$ cat src/rtl/tick_rate_ctrl.sv
// Shared-prescaler tick scheduler: one base prescaler feeding four rate channels,
// each reconfigured through a valid/ready port that commits only on a period boundary.

module tick_rate_ch #(
  parameter int DIV_W       = 16,
  parameter int DEFAULT_DIV = 1000
) (
  input  logic             i_clk,
  input  logic             i_rst_n,
  input  logic             i_base_tick,
  input  logic             i_ld,
  input  logic [DIV_W-1:0] i_ld_div,
  input  logic             i_ld_en,
  output logic             o_tick,
  output logic             o_slow_clk,
  output logic             o_active,
  output logic             o_wrap
);
  logic [DIV_W-1:0] r_cnt, r_div;
  logic             r_en, r_tick, r_slow;
  logic             w_wrap;

  assign o_active   = r_en && (r_div != '0);
  assign w_wrap     = o_active && i_base_tick && (r_cnt == r_div - DIV_W'(1));
  assign o_wrap     = w_wrap;
  assign o_tick     = r_tick;
  assign o_slow_clk = r_slow;

  always_ff @(posedge i_clk or negedge i_rst_n) begin
    if (!i_rst_n) begin
      r_cnt  <= '0;
      r_div  <= DIV_W'(DEFAULT_DIV);
      r_en   <= 1'b0;
      r_tick <= 1'b0;
      r_slow <= 1'b0;
    end else begin
      // The boundary tick/toggle fires even on a commit cycle: the old period completes.
      r_tick <= w_wrap;
      r_slow <= o_active & (r_slow ^ w_wrap);
      if (i_ld) begin
        r_div <= i_ld_div;
        r_en  <= i_ld_en;
        r_cnt <= '0;
      end else if (!o_active) begin
        r_cnt <= '0;
      end else if (i_base_tick) begin
        r_cnt <= w_wrap ? '0 : r_cnt + DIV_W'(1);
      end
    end
  end
endmodule

module tick_rate_ctrl #(
  parameter int PRESCALE    = 1000,
  parameter int DEFAULT_DIV = 1000,
  parameter int DIV_W       = 16
) (
  input  logic             i_clk,
  input  logic             i_rst_n,
  input  logic             i_cfg_valid,
  output logic             o_cfg_ready,
  input  logic [1:0]       i_cfg_ch,
  input  logic [DIV_W-1:0] i_cfg_div,
  input  logic             i_cfg_en,
  output logic [3:0]       o_tick,
  output logic [3:0]       o_slow_clk,
  output logic [3:0]       o_ch_active,
  output logic             o_busy
);
  localparam int NUM_CH = 4;
  localparam int PW     = (PRESCALE > 1) ? $clog2(PRESCALE) : 1;

  typedef enum logic {S_IDLE, S_PEND} state_t;

  state_t              r_state, w_next;
  logic [PW-1:0]       r_pre_cnt;
  logic                w_base_tick;
  logic [1:0]          r_pch;
  logic [DIV_W-1:0]    r_pdiv;
  logic                r_pen;
  logic                w_commit;
  logic [NUM_CH-1:0]   w_active, w_wrap, w_ld;

  assign w_base_tick = (r_pre_cnt == PW'(PRESCALE - 1));

  always_ff @(posedge i_clk or negedge i_rst_n) begin
    if (!i_rst_n) r_pre_cnt <= '0;
    else          r_pre_cnt <= w_base_tick ? '0 : r_pre_cnt + PW'(1);
  end

  assign o_cfg_ready = (r_state == S_IDLE);
  assign o_busy      = (r_state == S_PEND);

  // An inactive target has no period to protect, so it commits at once.
  always_comb begin
    w_next   = r_state;
    w_commit = 1'b0;
    case (r_state)
      S_IDLE: if (i_cfg_valid) w_next = S_PEND;
      S_PEND: if (!w_active[r_pch] || w_wrap[r_pch]) begin
        w_commit = 1'b1;
        w_next   = S_IDLE;
      end
      default: w_next = S_IDLE;
    endcase
  end

  always_ff @(posedge i_clk or negedge i_rst_n) begin
    if (!i_rst_n) begin
      r_state <= S_IDLE;
      r_pch   <= '0;
      r_pdiv  <= '0;
      r_pen   <= 1'b0;
    end else begin
      r_state <= w_next;
      if (i_cfg_valid && o_cfg_ready) begin
        r_pch  <= i_cfg_ch;
        r_pdiv <= i_cfg_div;
        r_pen  <= i_cfg_en;
      end
    end
  end

  for (genvar g = 0; g < NUM_CH; g++) begin : g_ch
    assign w_ld[g] = w_commit && (r_pch == 2'(g));
    tick_rate_ch #(.DIV_W(DIV_W), .DEFAULT_DIV(DEFAULT_DIV)) u_ch (
      .i_clk      (i_clk),
      .i_rst_n    (i_rst_n),
      .i_base_tick(w_base_tick),
      .i_ld       (w_ld[g]),
      .i_ld_div   (r_pdiv),
      .i_ld_en    (r_pen),
      .o_tick     (o_tick[g]),
      .o_slow_clk (o_slow_clk[g]),
      .o_active   (w_active[g]),
      .o_wrap     (w_wrap[g])
    );
  end

  assign o_ch_active = w_active;
endmodule

$ cat config.mk
export PLATFORM = sky130hd
export DESIGN_NAME = tick_rate_ctrl
export DESIGN_NICKNAME = d
export VERILOG_FILES = /design/src/rtl/tick_rate_ctrl.sv
export SDC_FILE = /design/constraint.sdc
export NUM_CORES = 1
export LEC_CHECK = 0
export ABC_AREA = 1
export CELL_PAD_IN_SITES_DETAIL_PLACEMENT = 0
export CELL_PAD_IN_SITES_GLOBAL_PLACEMENT = 1
export CORE_MARGIN = 2
export CORE_UTILIZATION = 40
export DETAILED_ROUTE_END_ITERATION = 10
export PLACE_DENSITY = 0.69
export SETUP_SLACK_MARGIN = 0.5
export SLEW_MARGIN = 40
export SYNTH_ARGS = -nofsm -noshare
export SYNTH_HDL_FRONTEND = slang
export SYNTH_SLANG_ARGS = --single-unit
export TNS_END_PERCENT = 50
$ cat constraint.sdc
create_clock -name i_clk -period 2.75 [get_ports i_clk]
set_input_delay 0.275 -clock i_clk [delete_from_list [all_inputs] [get_ports i_clk]]
set_output_delay 0.275 -clock i_clk [all_outputs]
set_load 0.02 [all_outputs]
==> metrics <==
status=complete, but fails checks; failing checks=DRC; Worst Hold Class=in2async; Post-Syn Area=10690 um^2; pwr dens=1010 nW/um^2; Yosys reg bits=170; via count=9364; Die ar.=28050 um^2; sequential share of the synthesized area=40.07%; R2R depth=18; Finished Layout Cells=1861; CP cell instances=inv_2 > ha_4 > inv_4 > nand2_2 > nand2_1 > nand2_1 > nand2_1 > a21oi_2 > nand3_1 > nor2_2 > nand4_1 > nor2_2 > nor2_4 > nand2_4 > buf_12 > nand3_4 > nand2_1 > nand2_1; Power Total=13.14 mW; Fmax achieved=408.1 MHz; CP required=3.08 ns; Crit path depth=18; routed vias/inst=5.032; fin. max-slew vios=0; post-route ant nets=0; GRT Util Overall=21.25%; setup violators final=0; largest net degree at the start of global routing=81; WP buf/inv=3; final count of hold timing violations=0; drt total wl=29.44 mm; fraction of registers with async set/reset=100.0%; GP Congestion=0.8002; share of cells above drive strength 1=19.13%; Nets=1548; worst rel slew slack=58.85%; FF-to-FF setup slack=0.30 ns; synth unique cells=49; FF-to-FF End=g_ch[3].u_ch.r_div[2]; Final min period=2.450 ns; htree depth=4; CP Max Fanout=8; drt pass-1 iters=8; average cell area after synthesis=7.461 um^2; worst r2r src=g_ch[1].u_ch.r_div[1]; CTS Buf Count=17; Ys Warns=0; Startpoint Class=register; RSZ-0062 raised after global routing=yes; actual slew at the worst max-slew pin=0.6158 ns; crit path kind=reg2reg; placed instance count=1787; Synth Instances=1433; top_reg_cell synth=dfrtp_1; pre-CTS setup slack=0.1574 ns; CTS tree=done; HPWL after detailed placement=20.20 mm; crit path capture type=register; clock buffer depth=2; Max-Cap Viols=0; die height=167.5 um; FP Rows=59; DRC Markers=1; DRT iter0 DRCs=675; TNS Setup=0 ns; Final Core Density=49.77%; Filler Cells Inserted=2624; worst vdd rail ir drop=1054 uV; IO buf count=35; Sink Count=170; Initial Utilization=40.91%; largest stage delay on the critical path=0.38 ns; leak pwr=6.073 nW; Worst Skew=0.01540 ns; worst setup margin=0.2996 ns; DR WL/cell=15.82 um; Post-synth EDFFs=0; post-synthesis net count=1468; GRT overflow=0; antenna violations before repair=0; fin crit share=89.11%; Top cell by count, worst path=nand2_1; Root Driver=clkbuf_16; worst path arrival time=2.78 ns; die extent in x=167.5 um; I/O pins=36; Skew-Pair Late Insertion Delay=0.43 ns; Slowest-stage cell, CP=dfrtp_1; area grow syn2layout=21.65%; vias in the first global route=8741; Clk pin slew, worst setup/hold paths=0.07 ns; first-pass GRT wire length=47.20 mm; critical path's top delay family=simple AND/OR/NAND/NOR gates; antenna cells=0; Core ar.=26130 um^2
## registers in the layout, indices dropped and copies added, names as in the netlist
name and flops:
g_ch.u_ch.r_cnt 64, g_ch.u_ch.r_div 64, r_pdiv 16, r_pre_cnt 10
g_ch.u_ch.o_slow_clk 4, g_ch.u_ch.o_tick 4, g_ch.u_ch.r_en 4, r_pch 2
o_busy 1, r_pen 1
## layout by cell type (no fill, tap or decap), types with 4 or more instances in the layout
master / synthesis / routed
nand2_1: 414 / 366
nor2_1: 182 / 153
inv_1: 154 / 142
dfrtp_1: 146 / 142
nand4_1: 95 / 95
xor2_1: 75 / 73
nand3_1: 65 / 61
buf_4: 17 / 49
nand2_2: 2 / 48
o21ai_0: 53 / 48
xnor2_1: 31 / 31
clkdlybuf4s50_1: 0 / 30
nor2_2: 8 / 25
dfstp_2: 24 / 24
nor3_1: 21 / 19
clkbuf_16: 0 / 19
mux2_2: 17 / 17
nor2_4: 3 / 15
o22ai_1: 15 / 15
inv_2: 3 / 13
nand3b_1: 12 / 12
nand3_4: 4 / 12
buf_6: 5 / 10
a21oi_1: 10 / 8
ha_1: 13 / 8
buf_12: 1 / 8
nand3_2: 2 / 6
o21ai_1: 1 / 5
inv_6: 0 / 4
dfrtp_2: 0 / 4
dlygate4sd2_1: 0 / 4
## synthesized netlist by cell type (2+ instances only)
library cell    n  area (um^2)
dfstp_2        24        630.6
nand3_4         4        70.07
nor2_2          8        50.05
nand2_2         2        12.51
a21oi_1        10        50.05
ha_1           13        162.7
nand3b_1       12        90.09
nor2_4          3        33.78
buf_2           6        30.03
a31oi_1         2        12.51
inv_2           3        11.26
clkbuf_1       16        60.06
or2_2           3        18.77
nand3_1        65        325.3
buf_6           5        56.30
buf_1           7        26.28
xnor2_1        31        271.5
o22ai_1        15        93.84
or2_1           2        12.51
inv_1         154        578.1
buf_4          17        127.6
nor3_1         21        105.1
xor2_1         75        656.9
nor3_2          2        20.02
nand2_1       414         1554
nor3b_1         2        15.01
clkbuf_2        2        10.01
dfrtp_1       146         3654
and2_1          3        18.77
o31ai_1         2        15.01
nand3b_4        2        40.04
nand4_1        95        594.3
mux2_2         17        191.4
nand3_2         2        20.02
nor2_1        182        683.2
o21ai_0        53        265.3
## area by class of cell
class                           instances  area [um^2]  share of cell area [%]
Inverter                              157        596.8                   4.589
Multi-Input combinational cell       1060         6008                   46.20
Sequential cell                       170         4289                   32.98
Clock buffer                           20        446.7                   3.434
Timing Repair Buffer                  107         1084                   8.331
Tap cell                              335        419.2                   3.223
Clock inverter                         12        162.7                   1.251
## per-stage QoR
stage	cell area (um^2)	hold slack [ns]
after detailed placement	11450	0.2951
after global routing	13010	0.4368
after CTS	12630	0.4109
after floorplan	10690	-0.02059
after global placement	11450	0.2906
final	13010	0.3930
## timing repair
item	CTS	global route
setup endpoints to repair	122	141
gates cloned	10	3
gates resized for setup	81	86
hold buffers	1	0
pin swaps	31	23
hold endpoints to repair	47	0
setup buffers	21	7
## where the power goes
group	leakage [nW]	switching [mW]	internal, mW
clock	0.297	1.09	1.47
combinational	3.61	3.79	2.56
sequential	2.17	1.01	3.21
total	6.07	5.89	7.25
## per-layer routing
metal / share of wire, % / GRT usage [%] / wire length [um]
met4: 0.90 / 4.650 / 265
met2: 47 / 34.15 / 13720
met3: 3.4 / 2.482 / 993
met1: 49 / 30.90 / 14460
met5: 0 / 0 / 0
## logic make-up (layout without fill, tap and decap cells)
| family | after synthesis | in the layout | share of synthesized area, % |
|---|---|---|---|
| AO/OA/AOI/OAI | 88 | 88 | 4.506 |
| buffers and inverters | 212 | 296 | 8.742 |
| adder cells (fa/ha/maj) | 13 | 13 | 1.521 |
| AND/OR/NAND/NOR | 827 | 836 | 34.69 |
| multiplexers | 17 | 17 | 1.790 |
| flip-flops | 170 | 170 | 40.07 |
| XOR/XNOR | 106 | 106 | 8.683 |
## worst max-delay path by stage
stage / from / to
after CTS: g_ch[1].u_ch.r_div[1] / g_ch[0].u_ch.r_div[1]
after detailed placement: r_pre_cnt[0] / g_ch[0].u_ch.r_div[1]
after global placement: g_ch[0].u_ch.r_div[0] / g_ch[0].u_ch.r_div[14]
after floorplan: g_ch[2].u_ch.r_div[0] / g_ch[2].u_ch.r_div[10]
final: g_ch[1].u_ch.r_div[1] / g_ch[3].u_ch.r_div[2]
after global routing: g_ch[0].u_ch.r_div[1] / g_ch[3].u_ch.r_div[4]
Power figures use the tool's default switching activity.
